[src/rtl/protected_read_output_controller.sv]
// Sequencing FSM for the protected-read output buffer: takes one result from the
// lookup engine, serves it to a consumer, and drops it if the consumer never asks.
module protected_read_output_controller #(
  parameter int timeout_cycles = 256,
  parameter int timer_width    = 9,
  parameter int count_width    = 8
) (
  input  logic                   clk,
  input  logic                   reset_n,
  input  logic                   flush,
  input  logic                   result_valid,
  output logic                   result_ready,
  input  logic                   consumer_req,
  output logic                   consumer_valid,
  input  logic                   consumer_ack,
  output logic                   buf_write_enable,
  output logic                   buf_read_enable,
  output logic                   buf_status_set,
  output logic                   buf_status_reset,
  output logic                   busy,
  output logic                   timeout_event,
  output logic [count_width-1:0] served_count,
  output logic [count_width-1:0] drop_count
);

  typedef enum logic [1:0] {
    IDLE = 2'd0,
    FULL = 2'd1,
    READ = 2'd2
  } state_t;

  localparam logic [timer_width-1:0] TIMER_LAST = timer_width'(timeout_cycles - 1);

  state_t                 state;
  state_t                 state_next;
  logic [timer_width-1:0] timer;
  logic [timer_width-1:0] timer_next;
  logic [count_width-1:0] served_next;
  logic [count_width-1:0] drop_next;
  logic                   timeout_next;

  function automatic logic [count_width-1:0] sat_inc(input logic [count_width-1:0] value);
    if (&value) begin
      return value;
    end
    return value + 1'b1;
  endfunction

  always_ff @(posedge clk or negedge reset_n) begin
    if (!reset_n) begin
      state         <= IDLE;
      timer         <= '0;
      served_count  <= '0;
      drop_count    <= '0;
      timeout_event <= 1'b0;
    end else begin
      state         <= state_next;
      timer         <= timer_next;
      served_count  <= served_next;
      drop_count    <= drop_next;
      timeout_event <= timeout_next;
    end
  end

  // Priority: flush, then consumer handshake, then timeout, then producer.
  always_comb begin
    state_next       = state;
    timer_next       = timer;
    served_next      = served_count;
    drop_next        = drop_count;
    timeout_next     = 1'b0;
    result_ready     = 1'b0;
    consumer_valid   = 1'b0;
    buf_write_enable = 1'b0;
    buf_read_enable  = 1'b0;
    buf_status_set   = 1'b0;
    buf_status_reset = 1'b0;
    busy             = (state != IDLE);

    if (flush) begin
      buf_status_reset = 1'b1;
      state_next       = IDLE;
      timer_next       = '0;
    end else begin
      case (state)
        IDLE: begin
          result_ready = 1'b1;
          timer_next   = '0;
          if (result_valid) begin
            buf_write_enable = 1'b1;
            buf_status_set   = 1'b1;
            state_next       = FULL;
          end
        end
        FULL: begin
          timer_next = timer + 1'b1;
          if (consumer_req) begin
            buf_read_enable = 1'b1;
            state_next      = READ;
          end else if (timer == TIMER_LAST) begin
            buf_status_reset = 1'b1;
            timeout_next     = 1'b1;
            drop_next        = sat_inc(drop_count);
            state_next       = IDLE;
            timer_next       = '0;
          end
        end
        READ: begin
          buf_read_enable = 1'b1;
          consumer_valid  = 1'b1;
          if (consumer_ack) begin
            buf_status_reset = 1'b1;
            served_next      = sat_inc(served_count);
            state_next       = IDLE;
            timer_next       = '0;
          end
        end
        default: begin
          state_next = IDLE;
          timer_next = '0;
        end
      endcase
    end

    // Buffer strobes must stay quiet while reset is held, whatever the inputs do.
    if (!reset_n) begin
      result_ready     = 1'b0;
      consumer_valid   = 1'b0;
      buf_write_enable = 1'b0;
      buf_read_enable  = 1'b0;
      buf_status_set   = 1'b0;
      buf_status_reset = 1'b0;
      busy             = 1'b0;
    end
  end

endmodule

[config.mk]
export PLATFORM = sky130hd
export DESIGN_NAME = protected_read_output_controller
export DESIGN_NICKNAME = d
export VERILOG_FILES = /design/src/rtl/protected_read_output_controller.sv
export SDC_FILE = /design/constraint.sdc
export NUM_CORES = 1
export LEC_CHECK = 0
export BUFFER_PORTS_ARGS = -buffer_cell sky130_fd_sc_hd__buf_2
export CAP_MARGIN = 20
export CORE_UTILIZATION = 30
export CTS_CLUSTER_SIZE = 14
export DETAILED_ROUTE_END_ITERATION = 8
export PLACE_DENSITY = 0.45
export SYNTH_ARGS = -nofsm -noshare
export SYNTH_HDL_FRONTEND = slang
export SYNTH_SLANG_ARGS = --single-unit
[constraint.sdc]
create_clock -name clk -period 2.4 [get_ports clk]
set_input_delay 0.12 -clock clk [delete_from_list [all_inputs] [get_ports clk]]
set_output_delay 0.12 -clock clk [all_outputs]
set_load 0.05 [all_outputs]
==> out/qor.csv <==
stage;metric;value;unit
die;top_level_ports;30;
synth;synth-seq-cells;28;
synth;avgSynthCellArea;9.75;sq um
sta;slew_viol_final;0;
drt;num_vias;1275;
sta;fin_crit;2.03;ns
drt;first_pass_iters;4;
sta;final-hold-violation-count;0;
synth;synth_edf_count;0;
sta;holdWs;0.147;ns
cells_and_area;stdcell_count;261;
drt;routedWlPerCell;12.3;um
min_path;hold_path_depth;3;
synth;synth_fp_nets;171;
outcome;status;completed;
drt;drt.antenna.violating_nets;0;
synth;async_flop_share;100;%
min_path;min_path_type;primary input to flop;
global_routing;grt_util_all_layers;12.7;%
synth;synth.distinct_cells;36;
clock_network;root_buffer;clkbuf_8;
power;powerDensity;758;mW/mm^2
synth;synth_top_flop_cell;dfrtp_1;
synth;synthCells;158;
cells_and_area;final_area;0.00186;sq mm
critical_path;endpoint_kind;flop;
global_routing;grt_pass1_vias;1212;
sta;setup_viol;0;
sta;setup_tns;0;ns
synth;synth_area;0.00154;sq mm
synth;synth-seq-area-share;45.5;%
die;initial_core_util;32.0;%
sta;worst_pin_slew;0.451;ns
clock_network;h-tree-depth;1;
synth;synth_top_cell_area_share;45.5;%
drt;wl;3220;um
global_routing;grt_overflow;0;
critical_path;reg2reg_from;state[1];
min_path;holdPathEnd;state[1];
cells_and_area;final_nets;208;
synth;yosysWarnings;0;
die;rows;25;
placed_design;portBuffers;29;
clock_network;clock_latency;0.27;ns
min_path;hp-start;result_valid;
global_routing;grt_first_pass_wirelength;5370;um
drt;drc_errors;0;
die;fp.dieH;73.7;um
cells_and_area;drive_gt1_share;24.7;%
placed_design;placed_area;0.00179;sq mm
critical_path;crit_arrival;2.19;ns
clock_network;cts_buffer_depth;2;
run;cap_violations;0;
power;leakage;0.917;nW
clock_network;clkSlewWorstSetupHoldPaths;0.09;ns
drt;drt_iter0_drc;34;
critical_path;rr_endpoint;drop_count[6];
critical_path;path_max_fanout;8;
critical_path;cp.required;2.56;ns
global_routing;grt_start_max_net_pins;25;
sta;timing.fmax;494;MHz
cells_and_area;syn_to_final_growth;20.7;%
placed_design;dp_cells;256;
synth;yosys.area.top_type;dfrtp_1;
critical_path;crit_path_max_incr_delay;0.39;ns
clock_network;cts_sinks;28;
global_routing;antenna_found_initial;0;
sta;period_share;84.4;%
critical_path;r2r_slack;0.37;ns
placed_design;post-dp-hpwl;2480;um
critical_path;worstPathCellList;inv_1, ha_1, nor4b_2, nand4_1, nor3_1, mux2_2;
power;ir_worst_vdd;0.383;mV
sta;skew;0.00211;ns
clock_network;cts_tree;done;
cells_and_area;num_antenna_cells;0;
critical_path;crit_slowest_cell;dfrtp_1;
placed_design;place.gp.congestion;0.818;
clock_network;postCtsSetupRepairBufs;0;
synth;synthTopCellsByArea;dfrtp_1 (45%), xor2_1 (6.3%), ha_1 (5.7%), nand2_1 (3.9%), nand3_1 (3.2%);
sta;rsz0062_at_grt;no;
clock_network;cts_made_buffers;3;
critical_path;r2r_cells;6;
die;dieArea;0.00542;sq mm
critical_path;startpoint_type;flop;
drt;vias_per_cell;4.89;
die;core;0.00482;sq mm
critical_path;crit_type;flop to flop;
sta;relSlewSlack;70.0;%
die;die_x;73.7;um
-- power breakdown --
group,internal [mW],switching (mW)
logic,0.181,0.371
clock network,0.147,0.142
registers,0.519,0.0489
total,0.846,0.562
-- Yosys cell counts, types with 3 or more instances --
library cell / instances
o21ai_0: 7
nor2b_1: 3
xnor2_1: 5
xor2_1: 11
nand2_1: 16
o31ai_1: 3
mux2_2: 3
dfrtp_1: 28
nand4_1: 4
ha_1: 7
nor2_1: 12
a21oi_1: 4
inv_1: 8
nor4_1: 3
nor3_1: 9
nand2b_1: 3
nand3_1: 10
-- metrics by stage --
stage / power [mW] / setup slack, ns / utilization [%]
floorplan: 0.995 / 0.191 / -
global placement: 1.12 / 0.428 / 37.2
detailed placement: 1.13 / 0.375 / 37.2
CTS: 1.43 / 0.338 / 38.6
global route: 1.50 / 0.238 / 38.6
finish: 1.41 / 0.375 / 38.6
-- worst max-delay path: cells and delay by family, from the launching register on --
family	cells	cell delay [ns]
fa+ha+maj	1	0.22
buf+inv	1	0.12
flops	1	0.39
mux	1	0.35
simple gates	3	0.84
-- logic make-up (layout without fill, tap and decap cells) --
group | after synthesis | after routing | synth area share, %
compound gates | 19 | 19 | 8.45
xor+xnor | 16 | 16 | 9.10
fa+ha+maj | 7 | 7 | 5.69
buf+inv | 11 | 47 | 2.92
flops | 28 | 28 | 45.5
mux | 4 | 4 | 2.84
simple gates | 73 | 73 | 25.5
-- worst max-delay path by stage --
stage / slack (ns) / start / endpoint / cells after the start
after detailed placement: 0.37 / state[1] / drop_count[6] / 6
after CTS: 0.34 / state[1] / drop_count[6] / 6
after floorplan: 0.19 / timer[0] / buf_status_reset / 5
after global placement: 0.43 / state[1] / drop_count[6] / 6
final: 0.37 / state[1] / drop_count[6] / 6
after global routing: 0.24 / state[1] / drop_count[6] / 6
-- cells in the final DEF (no fill, tap or decap), drive strengths merged, types with 2 or more instances in the layout --
master and n:
buf 33, dfrtp 28, nand2 16, nor2 12
xor2 11, nand3 10, nor3 9, inv 9
o21ai 7, ha 7, xnor2 5, nand4 4
a21oi 4, clkbuf 4, nor4 4, nor2b 3
o31ai 3, nand2b 3, mux2 3, and3 2
and2 2, nor3b 2
-- metal layers --
layer | global-route usage [%] | vias to the layer above | share of wire (%)
li1 | - | 625 | -
met1 | 16.3 | 621 | 45
met2 | 21.7 | 27 | 51
met3 | 2.88 | 2 | 3.2
met4 | 2.56 | 0 | 0.53
met5 | 0 | - | 0
-- timing repair --
item,CTS,global route
gates resized for setup,0,0
hold buffers,1,0
endpoints found under the hold margin,4,0
-- registers in the layout (all words and copies together) (netlist names) --
| name | count |
|---|---|
| timer | 9 |
| state | 2 |
| drop_count | 8 |
| timeout_event | 1 |
| served_count | 8 |
-- area by class of cell --
class / instances / area, sq um
well taps: 67 / 83.8
multi-input cells: 119 / 801
flip-flops and latches: 28 / 701
fillers: 508 / 2960
repair buffers: 34 / 185
inverters: 9 / 33.8
clock buffers: 4 / 55.1
No activity file was read; power rests on OpenSTA's default activity.
